## src/rtl/vga_pkg.sv

```systemverilog
// ----------------------------------------------------------------------------
// vga_pkg
// Shared definitions for the VGA raster generator: test-pattern mode encodings,
// standard timing sets and a helper that sums one axis into its total period.
// No ports (package).
// ----------------------------------------------------------------------------
package vga_pkg;

    // Pixel source selection, sampled once per frame.
    typedef enum logic [1:0] {
        ModeExt   = 2'd0,
        ModeSolid = 2'd1,
        ModeBars  = 2'd2,
        ModeCheck = 2'd3
    } mode_e;

    // One axis of raster timing: visible, front porch, sync, back porch.
    typedef struct packed {
        int unsigned va;
        int unsigned fp;
        int unsigned sp;
        int unsigned bp;
    } axis_timing_t;

    // 800x600 @ 60 Hz (40 MHz pixel clock), positive syncs.
    localparam axis_timing_t H_800X600 = '{va: 800, fp: 40, sp: 128, bp: 88};
    localparam axis_timing_t V_800X600 = '{va: 600, fp: 1,  sp: 4,   bp: 23};

    // 640x480 @ 60 Hz (25.175 MHz pixel clock), negative syncs.
    localparam axis_timing_t H_640X480 = '{va: 640, fp: 16, sp: 96,  bp: 48};
    localparam axis_timing_t V_640X480 = '{va: 480, fp: 10, sp: 2,   bp: 33};

    function automatic int unsigned calc_total(int unsigned va, int unsigned fp,
                                               int unsigned sp, int unsigned bp);
        return va + fp + sp + bp;
    endfunction

endpackage

```

## src/rtl/vga_pattern_gen.sv

```systemverilog
// ----------------------------------------------------------------------------
// vga_pattern_gen
// Colour source for the raster: selects external pixels, a frame-stepped solid
// colour, eight vertical colour bars or a 16-pixel checkerboard. Purely
// combinational from the stage-1 coordinates except the solid-colour register.
// Ports:
//   clk_i       pixel clock
//   rst_ni      synchronous active-low reset
//   mode_i      pattern select (latched per frame by the caller)
//   step_i      advance the solid colour by one
//   pix_x_i     stage-1 column
//   pix_y_b4_i  bit 4 of the stage-1 line (all the checkerboard needs)
//   rgb_i       external pixel {R,G,B}
//   rgb_o       selected colour {R,G,B}, not yet blanked
// ----------------------------------------------------------------------------
module vga_pattern_gen
    import vga_pkg::*;
#(
    parameter int unsigned COLOR_W = 1,
    parameter int unsigned H_VA    = 800
) (
    input  logic                 clk_i,
    input  logic                 rst_ni,
    input  mode_e                mode_i,
    input  logic                 step_i,
    input  logic [10:0]          pix_x_i,
    input  logic                 pix_y_b4_i,
    input  logic [3*COLOR_W-1:0] rgb_i,
    output logic [3*COLOR_W-1:0] rgb_o
);

    logic [2:0]  solid_q;
    logic [2:0]  bar_idx;
    logic [14:0] x8;

    // Each 1-bit colour component drives the whole channel.
    function automatic logic [3*COLOR_W-1:0] expand(logic [2:0] c);
        return {{COLOR_W{c[2]}}, {COLOR_W{c[1]}}, {COLOR_W{c[0]}}};
    endfunction

    always_ff @(posedge clk_i) begin
        if (!rst_ni) begin
            solid_q <= 3'b100;
        end else if (step_i) begin
            solid_q <= solid_q + 3'd1;
        end
    end

    // bar = floor(x*8/H_VA): highest k whose threshold k*H_VA is reached by x*8.
    always_comb begin
        x8      = {1'b0, pix_x_i, 3'b000};
        bar_idx = 3'd0;
        for (int unsigned k = 1; k < 8; k++) begin
            if (x8 >= 15'(k * H_VA)) begin
                bar_idx = 3'(k);
            end
        end
    end

    always_comb begin
        rgb_o = '0;
        unique case (mode_i)
            ModeExt:   rgb_o = rgb_i;
            ModeSolid: rgb_o = expand(solid_q);
            ModeBars:  rgb_o = expand(bar_idx);
            ModeCheck: rgb_o = expand({3{pix_x_i[4] ^ pix_y_b4_i}});
            default:   rgb_o = '0;
        endcase
    end

endmodule

```

## src/rtl/vga_timing_gen.sv

```systemverilog
// ----------------------------------------------------------------------------
// vga_timing_gen
// Parametrised VGA raster generator. Stage 0 holds the h/v counters, stage 1
// registers coordinates and strobes for the pixel source, stage 2 registers
// sync, display enable and the blanked colour for the DAC pins, so sync, de and
// colour all trail the counters by exactly two clocks.
// Ports:
//   master_clk  pixel clock, rising edge
//   reset_n     synchronous active-low reset
//   mode        pattern select, taken at the start of each frame
//   rgb_in      external pixel {R,G,B} for the current pix_x/pix_y
//   pix_x/pix_y stage-1 coordinates; pix_act marks the visible area
//   sol/sof     stage-1 start-of-line / start-of-frame strobes
//   frame_cnt   frames completed, wraps 255->0
//   hsync/vsync stage-2 syncs with programmable polarity
//   de/rgb_out  stage-2 display enable and colour (zero while de=0)
// ----------------------------------------------------------------------------
module vga_timing_gen
    import vga_pkg::*;
#(
    parameter int unsigned H_VA      = 800,
    parameter int unsigned H_FP      = 40,
    parameter int unsigned H_SP      = 128,
    parameter int unsigned H_BP      = 88,
    parameter int unsigned V_VA      = 600,
    parameter int unsigned V_FP      = 1,
    parameter int unsigned V_SP      = 4,
    parameter int unsigned V_BP      = 23,
    parameter bit          H_POL     = 1'b1,
    parameter bit          V_POL     = 1'b1,
    parameter int unsigned COLOR_W   = 1,
    parameter int unsigned SOLID_DIV = 256
) (
    input  logic                 master_clk,
    input  logic                 reset_n,
    input  logic [1:0]           mode,
    input  logic [3*COLOR_W-1:0] rgb_in,
    output logic [10:0]          pix_x,
    output logic [9:0]           pix_y,
    output logic                 pix_act,
    output logic                 sol,
    output logic                 sof,
    output logic [7:0]           frame_cnt,
    output logic                 hsync,
    output logic                 vsync,
    output logic                 de,
    output logic [3*COLOR_W-1:0] rgb_out
);

    localparam int unsigned H_TOT = calc_total(H_VA, H_FP, H_SP, H_BP);
    localparam int unsigned V_TOT = calc_total(V_VA, V_FP, V_SP, V_BP);

    if (H_TOT > 2048 || H_TOT < 2) begin : g_bad_h_tot
        $error("vga_timing_gen: H_TOT must be 2..2048");
    end
    if (V_TOT > 1024 || V_TOT < 2) begin : g_bad_v_tot
        $error("vga_timing_gen: V_TOT must be 2..1024");
    end
    if (COLOR_W < 1 || COLOR_W > 8) begin : g_bad_color_w
        $error("vga_timing_gen: COLOR_W must be 1..8");
    end
    if (SOLID_DIV < 1 || SOLID_DIV > 256 || (SOLID_DIV & (SOLID_DIV - 1)) != 0)
    begin : g_bad_solid_div
        $error("vga_timing_gen: SOLID_DIV must be a power of two in 1..256");
    end

    // Compares run one bit wider so a sync end equal to 2048/1024 still fits.
    localparam logic [11:0] H_LAST = 12'(H_TOT - 1);
    localparam logic [11:0] H_VIS  = 12'(H_VA);
    localparam logic [11:0] H_SS   = 12'(H_VA + H_FP);
    localparam logic [11:0] H_SE   = 12'(H_VA + H_FP + H_SP);
    localparam logic [10:0] V_LAST = 11'(V_TOT - 1);
    localparam logic [10:0] V_VIS  = 11'(V_VA);
    localparam logic [10:0] V_SS   = 11'(V_VA + V_FP);
    localparam logic [10:0] V_SE   = 11'(V_VA + V_FP + V_SP);
    localparam logic [7:0]  SOLID_MASK = 8'(SOLID_DIV - 1);

    // Stage 0
    logic [10:0] h_cnt_q, h_cnt_d;
    logic [9:0]  v_cnt_q, v_cnt_d;
    logic [7:0]  frame_cnt_q, frame_cnt_d;
    mode_e       mode_q;
    logic [11:0] h_ext;
    logic [10:0] v_ext;
    logic        h_last, v_last, frame_wrap, frame_start, solid_step;
    logic        act_d, hs_d, vs_d;

    // Stage 1
    logic [10:0] pix_x_q;
    logic [9:0]  pix_y_q;
    logic        act_q, sol_q, sof_q, hs1_q, vs1_q;

    // Stage 2
    logic                 hsync_q, vsync_q, de_q;
    logic [3*COLOR_W-1:0] rgb_q;
    logic [3*COLOR_W-1:0] colour;

    always_comb begin
        h_ext       = {1'b0, h_cnt_q};
        v_ext       = {1'b0, v_cnt_q};
        h_last      = (h_ext == H_LAST);
        v_last      = (v_ext == V_LAST);
        frame_wrap  = h_last && v_last;
        frame_start = (h_cnt_q == 11'd0) && (v_cnt_q == 10'd0);

        h_cnt_d = h_last ? 11'd0 : h_cnt_q + 11'd1;
        v_cnt_d = v_cnt_q;
        if (h_last) begin
            v_cnt_d = v_last ? 10'd0 : v_cnt_q + 10'd1;
        end

        frame_cnt_d = frame_cnt_q + {7'd0, frame_wrap};
        // Step the solid colour when the new frame count lands on a SOLID_DIV boundary.
        solid_step  = frame_wrap && ((frame_cnt_d & SOLID_MASK) == 8'd0);

        act_d = (h_ext < H_VIS) && (v_ext < V_VIS);
        hs_d  = (h_ext >= H_SS) && (h_ext < H_SE);
        vs_d  = (v_ext >= V_SS) && (v_ext < V_SE);
    end

    always_ff @(posedge master_clk) begin
        if (!reset_n) begin
            h_cnt_q     <= '0;
            v_cnt_q     <= '0;
            frame_cnt_q <= '0;
            mode_q      <= ModeExt;
            pix_x_q     <= '0;
            pix_y_q     <= '0;
            act_q       <= 1'b0;
            sol_q       <= 1'b0;
            sof_q       <= 1'b0;
            hs1_q       <= 1'b0;
            vs1_q       <= 1'b0;
            hsync_q     <= ~H_POL;
            vsync_q     <= ~V_POL;
            de_q        <= 1'b0;
            rgb_q       <= '0;
        end else begin
            h_cnt_q     <= h_cnt_d;
            v_cnt_q     <= v_cnt_d;
            frame_cnt_q <= frame_cnt_d;
            // Latched as the first pixel enters stage 1, so the whole frame uses one mode.
            if (frame_start) begin
                mode_q <= mode_e'(mode);
            end

            pix_x_q <= h_cnt_q;
            pix_y_q <= v_cnt_q;
            act_q   <= act_d;
            sol_q   <= (h_cnt_q == 11'd0);
            sof_q   <= frame_start;
            hs1_q   <= hs_d;
            vs1_q   <= vs_d;

            hsync_q <= hs1_q ? H_POL : ~H_POL;
            vsync_q <= vs1_q ? V_POL : ~V_POL;
            de_q    <= act_q;
            rgb_q   <= act_q ? colour : '0;
        end
    end

    vga_pattern_gen #(
        .COLOR_W (COLOR_W),
        .H_VA    (H_VA)
    ) u_pattern (
        .clk_i      (master_clk),
        .rst_ni     (reset_n),
        .mode_i     (mode_q),
        .step_i     (solid_step),
        .pix_x_i    (pix_x_q),
        .pix_y_b4_i (pix_y_q[4]),
        .rgb_i      (rgb_in),
        .rgb_o      (colour)
    );

    assign pix_x     = pix_x_q;
    assign pix_y     = pix_y_q;
    assign pix_act   = act_q;
    assign sol       = sol_q;
    assign sof       = sof_q;
    assign frame_cnt = frame_cnt_q;
    assign hsync     = hsync_q;
    assign vsync     = vsync_q;
    assign de        = de_q;
    assign rgb_out   = rgb_q;

endmodule

```

## config.mk

```make
export PLATFORM = sky130hd
export DESIGN_NAME = vga_timing_gen
export DESIGN_NICKNAME = d
export VERILOG_FILES = /design/src/rtl/vga_pkg.sv /design/src/rtl/vga_pattern_gen.sv /design/src/rtl/vga_timing_gen.sv
export SDC_FILE = /design/constraint.sdc
export NUM_CORES = 1
export LEC_CHECK = 0
export CAP_MARGIN = 20
export CORE_ASPECT_RATIO = 0.9
export CORE_MARGIN = 1
export CORE_UTILIZATION = 50
export CTS_CLUSTER_DIAMETER = 120
export DETAILED_ROUTE_END_ITERATION = 12
export GPL_ROUTABILITY_DRIVEN = 1
export HOLD_SLACK_MARGIN = 0.06
export PLACE_DENSITY = 0.75
export SETUP_SLACK_MARGIN = 0.05
export SYNTH_ARGS = -nofsm -noshare
export SYNTH_HDL_FRONTEND = slang
export SYNTH_SLANG_ARGS = --single-unit
```

## constraint.sdc

```tcl
create_clock -name master_clk -period 4 [get_ports master_clk]
set_input_delay 0.4 -clock master_clk [delete_from_list [all_inputs] [get_ports master_clk]]
set_output_delay 0.4 -clock master_clk [all_outputs]
set_load 0.005 [all_outputs]
```

== Word-level counts from Yosys, hierarchy flattened ==
Cells that the tools add are included.
Cells by class
  bitwise operators: 2
  shift-type cells: 0
  magnitude comparators: 13
  muxes and demuxes: 11
  add/sub/neg operators: 4
  multipliers: 0
  divide/modulo/power cells: 0
  reductions and logical operators: 12
  equal/unequal tests: 5
Operators with widths (count)
  $ge 14x12->1 const B: 3
  $ge 14x13->1 const B: 2
  $lt 11x10->1 const B: 2
  $lt 10x10->1 const B: 2
  $ge 14x10->1 const B: 1
  $ge 14x11->1 const B: 1
  $mux 3: 4
  $pmux 3 s4: 1
  $add 11x1->11 const B: 1
  $eq 11x11->1 const B: 1
  $ge 11x10->1 const B: 1
  $logic_not 11->1: 1
  $add 10x1->10 const B: 1
  $eq 10x10->1 const B: 1
  $ge 10x10->1 const B: 1
  $logic_not 10->1: 1
  $mux 10: 1
  $add 8x1->8: 1
  $logic_not 8->1: 1
  $logic_and 1x1->1: 6
  $eq 2x2->1 const B: 2
  $mux 2: 2
  $add 3x1->3 const B: 1
  $mux 1: 3
  other kinds (6): 6
Word-level totals
  register bits after elaboration: 66
  bits in latches: 0
  memories kept: 0
  memory bits (read-only): 0
  bits in writable memories: 0
  output and inout bits: 38
  word-level logic and storage cells: 63
  bits of input ports: 7

== Depth between registers and ports, before layout ==
Gate-level depths: netlist of the first run.
  word-level depth: 9
  depth in mapped cells: 12
  gate-level depth less buffers: 11

== Modules after synthesis ==
From an unflattened synthesis of the first run, not the netlist that was laid out.
Second synthesis, totals
  cell total of the unflattened synthesis: 332
  area, all modules: 2936.6 µm²
By module, submodules not included
  vga_timing_gen: cells an instance 270, times used 1, area an instance 2501.1 µm², sequential area each 1261.2 µm²
  vga_pattern_gen: cells an instance 62, times used 1, area an instance 435.4 µm², sequential area each 60.1 µm²

== Least setup slack after synthesis of the first run ==
OpenSTA, ideal clock, no wires.
  path kind: reg-to-reg
  from: register h_cnt_q[0]
  to: register u_pattern.solid_q[2]
  setup slack: 1.103 ns
  arrival: 2.835 ns
  buffers on the path: 1
  library setup time: 0.062 ns
  data required time: 3.938 ns
  clock period less this slack: 2.897 ns
  cell stages (with the launch flop): 13
  path through: dfxtp_1 ha_1 and4_1 nand3_2 buf_2 nor2_1 ha_1 ha_1 or3_1 a211oi_2 o211ai_2 or4_1 nand3_1
Between the ends
  word-level cells in the longest chain between the ends: 5
RTL lines
  from (decl): RTL line vga_timing_gen.sv:79  | logic [10:0] h_cnt_q, h_cnt_d;
  from (signal assigned): RTL line vga_timing_gen.sv:139  | h_cnt_q <= h_cnt_d;
  $eq 11x11->1 (*): RTL line vga_timing_gen.sv:101  | h_last = (h_ext == H_LAST);
  $logic_and 1x1->1 (*): RTL line vga_timing_gen.sv:103  | frame_wrap = h_last && v_last;
  $add 8x1->8: RTL line vga_timing_gen.sv:112  | frame_cnt_d = frame_cnt_q + {7'd0, frame_wrap};
  $logic_not 8->1: RTL line vga_timing_gen.sv:114  | solid_step = frame_wrap && ((frame_cnt_d & SOLID_MASK) == 8'd0);
  $logic_and 1x1->1 (*): RTL line vga_timing_gen.sv:114
  to (signal assigned): RTL line vga_pattern_gen.sv:45  | solid_q <= solid_q + 3'd1;
  to (decl): RTL line vga_pattern_gen.sv:32  | logic [2:0] solid_q;
Mark *: on every way between the ends. The rest lies on a longest branch, timed or not.
A chain may end at the register's enable or synchronous reset.

== Final worst setup path of the first run ==
Ends and elaborated chain as after synthesis.

==> impl_metrics.env, run 1 <==
export IMPL_max_clock_freq_mhz=321
export IMPL_cts_max_path_buffers=2
export IMPL_endpoint_kind="flop"
export IMPL_cts_repair_resized=0
export IMPL_dr_pass1_iters=4
export IMPL_slew_headroom_pct=59.8
export IMPL_postSynthCellCount=329
export IMPL_gp_congestion=0.846
export IMPL_setup_tns_final_ns=0
export IMPL_synth_edf_count=0
export IMPL_die_h_um=74.4
export IMPL_hold_buffers=0
export IMPL_yosys_warnings=0
export IMPL_post_cts_buffers=0
export IMPL_num_vias=2434
export IMPL_async_flop_share_pct=0
export IMPL_drv_slew=0
export IMPL_start_util_pct=53.5
export IMPL_mostFrequentLayoutCells="dfxtp_1 (66), clkdlybuf4s50_1 (44), nor2_1 (37)"
export IMPL_path_buf_inv=0
export IMPL_io_buffers=44
export IMPL_status="finished clean"
export IMPL_hold_class="flop to flop"
export IMPL_slowest_stage="or4_1"
export IMPL_yosys_cell_types_count=48
export IMPL_max_stage_delay_ns=0.45
export IMPL_fp_coreArea_mm2=0.00544
export IMPL_final_nets=383
export IMPL_die_area_mm2=0.00613
export IMPL_final_period_utilization_pct=77.8
export IMPL_cts_tree="built"
export IMPL_powerDensity_mw_per_mm2=363
export IMPL_period_minus_slack_ns=3.11
export IMPL_cap_violations=0
export IMPL_syn_nets=345
export IMPL_hold_viol=0
export IMPL_dp_hpwl_um=4240
export IMPL_netlist_area_mm2=0.00291
export IMPL_grt_setup_unrepaired="no"
export IMPL_path_delay_family="simple AND/OR/NAND/NOR gates"
export IMPL_cts_sinks=66
export IMPL_final_common_cell="dfxtp_1"
export IMPL_cp_max_fo=16
export IMPL_path_class="flop to flop"
export IMPL_grt_pass1_vias=2058
export IMPL_required_ns=4.28
export IMPL_io_pins=45
export IMPL_setup_violations=0
export IMPL_cp_common_cell="ha_1"
export IMPL_critPathLaunchType="flop"
export IMPL_yosys_most_used_dff="dfxtp_1"
export IMPL_wl_per_cell_um=13.8
export IMPL_cts_buffers=9
export IMPL_tightest_slew_ns=0.599
export IMPL_grt_pass1_wl_um=9770
export IMPL_synth_area_per_cell_um2=8.85
export IMPL_die_x_um=82.4
export IMPL_ys_seq_elements=66
export IMPL_cts_htree_levels=3
export IMPL_antenna_cells=0
export IMPL_ys_seq_area_share_pct=45.4
export IMPL_synthToLayoutAreaGrowth_pct=22.7
export IMPL_crit_chain="ha_1, and4_1, nand3_2, nor2_1, ha_1, ha_1, or3_1, a211oi_2, o211ai_2, or4_1, nand3_1"
export IMPL_via_per_inst=5.56
export IMPL_hold_ws_ns=0.435
export IMPL_clk_latency_ns=0.34
export IMPL_worst_endpoint_arrival_ns=3.39
export IMPL_leakagePower_nw=1.32
export IMPL_cts_clk_slew_worst_paths_ns=0.06
export IMPL_drtAntennaViolNets=0
export IMPL_fillerInstances=492
export IMPL_grt_max_degree=31
export IMPL_track_usage_pct=21.6
export IMPL_drtIter0Drc=92
export IMPL_irDropWorstVdd_v=0.000328
export IMPL_drc_errors=0
export IMPL_drive_above_1_share_pct=6.20
export IMPL_antenna_found_initial=0
export IMPL_grt_overflow=0
export IMPL_routed_wl_um=6060
export IMPL_skew_ns=0.00655
export IMPL_cts_root_buf="clkbuf_8"
export IMPL_rows=25
[synthesized netlist by cell type (all sizes together), types with 2 or more instances]
library cell	instances	share of area [%]
dfxtp	66	45
xnor2	10	3.0
nand4	3	0.64
inv	11	1.4
nor3	14	2.4
buf	3	0.60
nand2	17	2.2
nand3	17	3.5
nor2	37	4.8
a211oi	2	0.69
a21oi	15	2.6
o31ai	2	0.52
a31oi	2	0.43
mux2i	2	0.69
ha	9	3.9
and3	8	1.7
or3	8	1.7
xor2	9	2.7
or4	2	0.52
o21ai	15	2.6
nor4	7	1.7
and4b	2	0.69
nor2b	3	0.64
clkbuf	15	1.9
nand2b	3	0.64
o21a	3	0.77
and2	24	5.2
o211ai	3	0.95
and4	5	1.5
[layer usage]
layer,vias to the layer above,share of wire (%),routed length (µm),track usage [%]
li1,1220,-,-,-
met1,1137,49,2940,29.4
met2,69,45,2700,31.8
met3,8,5.6,342,7.85
met4,0,1.2,72,7.02
met5,-,0,0,0
[cell families after synthesis]
family / after synthesis / synth area share (%)
muxes: 4 / 1.85
adders and majority gates: 9 / 3.87
buffers and inverters: 30 / 4.08
DFF: 66 / 45.4
xor gates and xnor gates: 19 / 5.72
and+or+nand+nor: 153 / 28.7
AOI/OAI and AO/OA: 48 / 10.4
[worst register-to-register path, cell delays in order, from the launching register on]
cell	delay, ns
dfxtp_1	0.34
ha_1	0.24
and4_1	0.23
nand3_2	0.25
nor2_1	0.10
ha_1	0.26
ha_1	0.28
or3_1	0.40
a211oi_2	0.25
o211ai_2	0.17
or4_1	0.45
nand3_1	0.10
[flip-flops by register name (all words and copies together), names as in the netlist, 2 cells and up]
register	count
h_cnt_q	11
pix_x	11
pix_y	10
v_cnt_q	10
frame_cnt	8
rgb_out	3
u_pattern.solid_q	3
mode_q	2
[final cells by class]
type,instances,area [µm²],share of cell area (%)
clock buffers,13,169,4.73
clock inverters,2,35.0,0.981
inverters,12,45.0,1.26
multi-input cells,233,1470,41.2
flip-flops and latches,66,1320,37.0
well taps,67,83.8,2.35
repair buffers,45,448,12.5
[stage by stage]
stage               setup slack (ns)  instances  utilization, %  instance area, µm²  total power [mW]
floorplan                       1.10        329               -                2910             0.722
global placement                1.06        423            61.9                3370             0.749
detailed placement             0.931        423            61.9                3370             0.751
CTS                            0.895        438            65.6                3570              1.31
global route                   0.681        438            65.6                3570              1.35
finish                         0.888        438            65.6                3570              1.30
[final timing paths]
| path | slack [ns] | to | from | cells past startpoint |
|---|---|---|---|---|
| worst max-delay path | 0.89 | u_pattern.solid_q[2]$_SDFFE_PN1P_ | h_cnt_q[0]$_SDFF_PP0_ | 11 |
| worst min-delay path | 0.44 | hsync$_SDFF_PN0_ | hs1_q$_SDFF_PN0_ | 1 |
| worst max register to register | 0.89 | u_pattern.solid_q[2]$_SDFFE_PN1P_ | h_cnt_q[0]$_SDFF_PP0_ | 11 |
| worst min register to register | 0.44 | hsync$_SDFF_PN0_ | hs1_q$_SDFF_PN0_ | 1 |
[where the power goes]
part	total [mW]	switching, mW	internal [mW]
clock network	0.562	0.227	0.335
logic	0.0575	0.0262	0.0313
registers	0.679	0.0102	0.668
Power figures use the tool's default switching activity.
==> inputs of run 2 (changes only) <==
- clock period: 4 -> 2.87 ns (I/O delays scaled with it)
==> impl_metrics.env, run 2 (synthesis gave the netlist of run 1 again) <==
export IMPL_grt_pass1_wl_um=10200
export IMPL_num_vias=2432
export IMPL_rows=25
export IMPL_fp_coreArea_mm2=0.00544
export IMPL_io_buffers=44
export IMPL_cts_htree_levels=3
export IMPL_cts_root_buf="clkbuf_8"
export IMPL_swShare_pct=22.5
export IMPL_drc_errors=0
export IMPL_busiest_layer="met2"
export IMPL_cts_tree="built"
export IMPL_io_pins=45
export IMPL_tightest_slew_ns=0.594
export IMPL_required_ns=3.15
export IMPL_clk_latency_ns=0.34
export IMPL_via_per_inst=5.48
export IMPL_irDropWorstVdd_v=0.000313
export IMPL_cts_sinks=66
export IMPL_period_minus_slack_ns=2.69
export IMPL_powerDensity_mw_per_mm2=468
export IMPL_setup_tns_final_ns=0
export IMPL_dp_hpwl_um=4300
export IMPL_grt_overflow=0
export IMPL_hold_ws_ns=0.437
export IMPL_hold_class="flop to flop"
export IMPL_met2_usage_pct=34.9
export IMPL_routed_wl_um=6240
export IMPL_start_util_pct=53.5
export IMPL_endpoint_kind="flop"
export IMPL_clkPwrFrac_pct=39.3
export IMPL_synthToLayoutAreaGrowth_pct=24.0
export IMPL_drtIter0Drc=113
export IMPL_worst_endpoint_arrival_ns=2.97
export IMPL_pwr_share_seq_pct=56.0
export IMPL_drtAntennaViolNets=0
export IMPL_grtUsageMet1_pct=29.6
export IMPL_cts_clk_slew_worst_paths_ns=0.06
export IMPL_final_period_utilization_pct=93.7
export IMPL_slew_headroom_pct=60.1
export IMPL_min_path_cells=1
export IMPL_cp_max_fo=6
export IMPL_p_int_mw=1.31
export IMPL_grt_pass1_vias=2189
export IMPL_mostFrequentLayoutCells="dfxtp_1 (64), clkdlybuf4s50_1 (44), nor2_1 (37)"
export IMPL_die_h_um=74.4
export IMPL_fin_cells=444
export IMPL_wl_per_cell_um=14.1
export IMPL_track_usage_pct=22.7
export IMPL_rr_startpoint="v_cnt_q[0]$_SDFFE_PN0N_"
export IMPL_dp_cells=428
export IMPL_final_common_cell="dfxtp_1"
export IMPL_gp_congestion=0.914
export IMPL_skew_ns=0.00539
export IMPL_worst_r2r_setup_slack_ns=0.18
export IMPL_max_clock_freq_mhz=372
export IMPL_switchingPower_uw=380
export IMPL_combinationalPowerShare_pct=4.7
export IMPL_grt_setup_unrepaired="no"
export IMPL_drv_slew=0
export IMPL_antenna_found_initial=0
export IMPL_final_nets=388
export IMPL_setup_violations=0
export IMPL_dr_pass1_iters=4
export IMPL_antenna_cells=0
export IMPL_cts_max_path_buffers=2
export IMPL_r2r_end="u_pattern.solid_q[2]$_SDFFE_PN1P_"
export IMPL_leakagePower_nw=1.32
export IMPL_min_delay_start="h_cnt_q[0]$_SDFF_PP0_"
export IMPL_hold_end="h_cnt_q[0]$_SDFF_PP0_"
export IMPL_rr_worst_depth=11
export IMPL_gr_usage_met3_pct=8.47
export IMPL_layout_setup_ws_ns=0.180
export IMPL_critPathLaunchType="flop"
export IMPL_drive_above_1_share_pct=9.28
export IMPL_cap_violations=0
export IMPL_die_x_um=82.4
export IMPL_place_ws_ns=0.106
export IMPL_path_class="flop to flop"
export IMPL_grt_max_degree=18
export IMPL_cts_buffers=9
export IMPL_fillerInstances=465
export IMPL_hold_viol=0
export IMPL_die_area_mm2=0.00613
export IMPL_status="finished clean"
## run 2: final cells by class
type | instances | area, µm² | area share (%)
clock buffers | 13 | 149 | 4.13
clock inverters | 3 | 15.0 | 0.416
inverters | 12 | 45.0 | 1.25
multi-input cells | 233 | 1510 | 41.7
flip-flops and latches | 66 | 1320 | 36.7
well taps | 67 | 83.8 | 2.32
repair buffers | 50 | 485 | 13.5
## run 2: stage by stage
step / cell area, µm² / utilization, % / total power, mW
2_1_floorplan: 2920 / - / 1.01
3_3_place_gp: 3410 / 62.6 / 1.04
3_5_place_dp: 3410 / 62.6 / 1.05
4_1_cts: 3570 / 65.6 / 1.71
5_1_grt: 3610 / 66.3 / 1.76
6_report: 3610 / 66.3 / 1.69
## run 2: worst max path at each step
stage / slack [ns] / endpoint / startpoint
floorplan: 0.05 / u_pattern.solid_q[2]$_SDFFE_PN1P_ / h_cnt_q[0]$_SDFF_PP0_
global placement: 0.17 / u_pattern.solid_q[2]$_SDFFE_PN1P_ / v_cnt_q[0]$_SDFFE_PN0N_
detailed placement: 0.11 / u_pattern.solid_q[2]$_SDFFE_PN1P_ / v_cnt_q[0]$_SDFFE_PN0N_
CTS: 0.07 / u_pattern.solid_q[2]$_SDFFE_PN1P_ / v_cnt_q[0]$_SDFFE_PN0N_
global route: 0.04 / u_pattern.solid_q[2]$_SDFFE_PN1P_ / v_cnt_q[0]$_SDFFE_PN0N_
finish: 0.18 / u_pattern.solid_q[2]$_SDFFE_PN1P_ / v_cnt_q[0]$_SDFFE_PN0N_
## run 2: timing repair
| item | 4_1_cts | 5_1_grt |
|---|---|---|
| resized for setup | 0 | 10 |
| setup endpoints to repair | 0 | 2 |
| buffers inserted | 0 | 0 |
| hold buffers | 0 | 0 |
| endpoints found under the hold margin | 0 | 0 |
## run 2: worst max-delay path, stage by stage, from the launching register on
cell and delay, ns:
dfxtp_2 0.36, ha_4 0.18, and4_1 0.19, nand3_1 0.11, nor2_1 0.07, ha_2 0.19
ha_4 0.18, or3_1 0.38, a211oi_2 0.20, o211ai_2 0.15, or4_4 0.53, nand3_1 0.09
## run 2: power by group through the flow
stage          combinational (mW)  sequential [mW]  clock, mW
6_report                   0.0800            0.946      0.664
5_1_grt                    0.0887            0.947      0.729
4_1_cts                    0.0808            0.945      0.682
3_5_place_dp               0.0802            0.965          0
3_3_place_gp               0.0791            0.965          0
2_1_floorplan              0.0468            0.960          0
## run 2: routing by layer
metal / up-vias / part of all wire (%)
met5: - / 0
met4: 0 / 1.5
met3: 12 / 5.9
met2: 63 / 46
met1: 1125 / 47
li1: 1232 / -
==> inputs of run 3 (changes only) <==
- CORE_UTILIZATION: 50 -> 45
- PLACE_DENSITY: 0.75 -> 0.69
- SYNTH_HIERARCHICAL: not set -> 1
==> impl_metrics.env, run 3 <==
export IMPL_setup_violations=0
export IMPL_tightest_slew_ns=0.815
export IMPL_fp_coreArea_mm2=0.00622
export IMPL_cts_clk_slew_worst_paths_ns=0.08
export IMPL_routed_wl_um=6710
export IMPL_postSynthCellCount=332
export IMPL_die_area_mm2=0.00685
export IMPL_status="finished clean"
export IMPL_netlist_area_mm2=0.00294
export IMPL_ys_seq_area_share_pct=45.0
export IMPL_setup_tns_final_ns=0
export IMPL_period_minus_slack_ns=2.79
export IMPL_hold_viol=0
export IMPL_drtIter0Drc=134
export IMPL_yosys_most_used_dff="dfxtp_1"
export IMPL_synth_area_per_cell_um2=8.85
export IMPL_grt_overflow=0
export IMPL_synth_area_leaders="dfxtp_1 (45%), nor2_1 (6.0%), and2_1 (4.7%), ha_1 (3.8%), xnor2_1 (3.6%)"
export IMPL_path_class="flop to flop"
export IMPL_gp_congestion=0.906
export IMPL_skew_ns=0.00683
export IMPL_wl_per_cell_um=13.8
export IMPL_io_pins=45
export IMPL_max_clock_freq_mhz=359
export IMPL_drive_above_1_share_pct=16.3
export IMPL_yosys_warnings=6
export IMPL_synth_top_cell_by_area="dfxtp_1"
export IMPL_cts_htree_levels=3
export IMPL_via_per_inst=5.14
export IMPL_mostFrequentLayoutCells="dfxtp_1 (63), nor2_1 (45), clkdlybuf4s50_1 (44)"
export IMPL_cts_sinks=66
export IMPL_yosys_cell_types_count=45
export IMPL_critPathLaunchType="flop"
export IMPL_total_power_mw=2.10
export IMPL_irDropWorstVdd_v=0.000320
export IMPL_antenna_cells=0
export IMPL_seqCellArea_mm2=0.00133
export IMPL_leakagePower_nw=1.48
export IMPL_final_nets=411
export IMPL_synth_most_common_cell="dfxtp_1"
export IMPL_io_buffers=44
export IMPL_drtAntennaViolNets=0
export IMPL_die_x_um=87.2
export IMPL_synth_top_cells_by_count="dfxtp_1 (66), nor2_1 (47), and2_1 (22)"
export IMPL_fillerInstances=535
export IMPL_dp_hpwl_um=4810
export IMPL_powerDensity_mw_per_mm2=533
export IMPL_grt_max_degree=32
export IMPL_track_usage_pct=21.4
export IMPL_dr_pass1_iters=4
export IMPL_clk_latency_ns=0.34
export IMPL_fin_util_pct=63.5
export IMPL_cts_tree="built"
export IMPL_grt_pass1_vias=2343
export IMPL_cts_buffers=9
export IMPL_endpoint_kind="flop"
export IMPL_drv_slew=0
export IMPL_cts_max_path_buffers=2
export IMPL_die_h_um=78.6
export IMPL_worst_endpoint_arrival_ns=3.02
export IMPL_rows=27
export IMPL_drc_errors=0
export IMPL_synth_edf_count=0
export IMPL_slew_headroom_pct=45.2
export IMPL_design_area_mm2=0.00395
export IMPL_async_flop_share_pct=0
export IMPL_final_period_utilization_pct=97.1
export IMPL_grt_setup_unrepaired="yes"
export IMPL_cts_root_buf="clkbuf_8"
export IMPL_hold_ws_ns=0.452
export IMPL_final_common_cell="dfxtp_1"
export IMPL_ys_seq_elements=66
export IMPL_cap_violations=0
export IMPL_num_vias=2503
export IMPL_required_ns=3.10
export IMPL_start_util_pct=47.2
export IMPL_place_area_mm2=0.00360
export IMPL_syn_nets=348
export IMPL_multi_input_area_mm2=0.00155
export IMPL_hold_class="flop to flop"
export IMPL_grt_pass1_wl_um=11200
export IMPL_synthToLayoutAreaGrowth_pct=34.5
export IMPL_cp_max_fo=4
export IMPL_synth_top_area_share_pct=45.0
export IMPL_antenna_found_initial=0
run 3: final cells by class:
cell class | instances | area share, %
multi-input cells | 233 | 39.2
flip-flops and latches | 66 | 33.5
repair buffers | 70 | 16.1
clock buffers | 10 | 3.48
clock inverters | 6 | 3.45
well taps | 87 | 2.76
inverters | 15 | 1.43
run 3: worst paths after layout:
kind | startpoint | endpoint | slack [ns] | cells after the start
worst max-delay path | h_cnt_q[8]$_SDFF_PP0_ | u_pattern/solid_q[0]$_SDFFE_PN0P_ | 0.08 | 13
worst min-delay path | hs1_q$_SDFF_PN0_ | hsync$_SDFF_PN0_ | 0.45 | 1
worst max register to register | h_cnt_q[8]$_SDFF_PP0_ | u_pattern/solid_q[0]$_SDFFE_PN0P_ | 0.08 | 13
worst min register to register | hs1_q$_SDFF_PN0_ | hsync$_SDFF_PN0_ | 0.45 | 1
run 3: stage by stage:
step	setup WS, ns	std cells
after global routing	-0.0994	487
final	0.0842	487
after detailed placement	0.0455	467
after CTS	0.0821	485
after global placement	0.114	467
after floorplan	-0.270	332
run 3: cell families (layout without fill, tap and decap cells):
logic type,count (synthesis),after routing,synth area share (%)
flops,66,66,45.0
xor+xnor,22,22,6.82
mux,3,3,1.02
buf+inv,33,101,5.24
simple gates,153,153,27.8
fa+ha+maj,9,9,3.83
compound gates,46,46,10.3
run 3: worst max-delay path, cell delays in order (launching register included):
cell and delay [ns]:
dfxtp_2 0.32, or4_4 0.53, or3_4 0.36, nor2_4 0.12, ha_4 0.17, ha_4 0.15, buf_4 0.11, buf_4 0.10
nor3_1 0.05, o311ai_2 0.28, nor4bb_2 0.08, buf_4 0.16, xor2_1 0.13, and2_1 0.13
run 3: timing repair:
action                                  CTS  global route
gates resized for setup                   0            11
buffers inserted                          2             2
hold buffers                              0             0
endpoints found under the setup margin    2             3
pin swaps                                 1             2
run 3: where the power goes:
group          internal, mW  switching [mW]
registers             0.931          0.0129
logic                0.0514          0.0482
clock network         0.692           0.368
total                  1.67           0.429
run 3: per-layer routing:
metal	vias up	global-route usage [%]	part of all wire, %
met2	64	33.1	45
met1	1159	29.1	49
met3	6	5.47	4.9
met5	-	0	0
met4	0	6.89	0.95
li1	1274	-	-
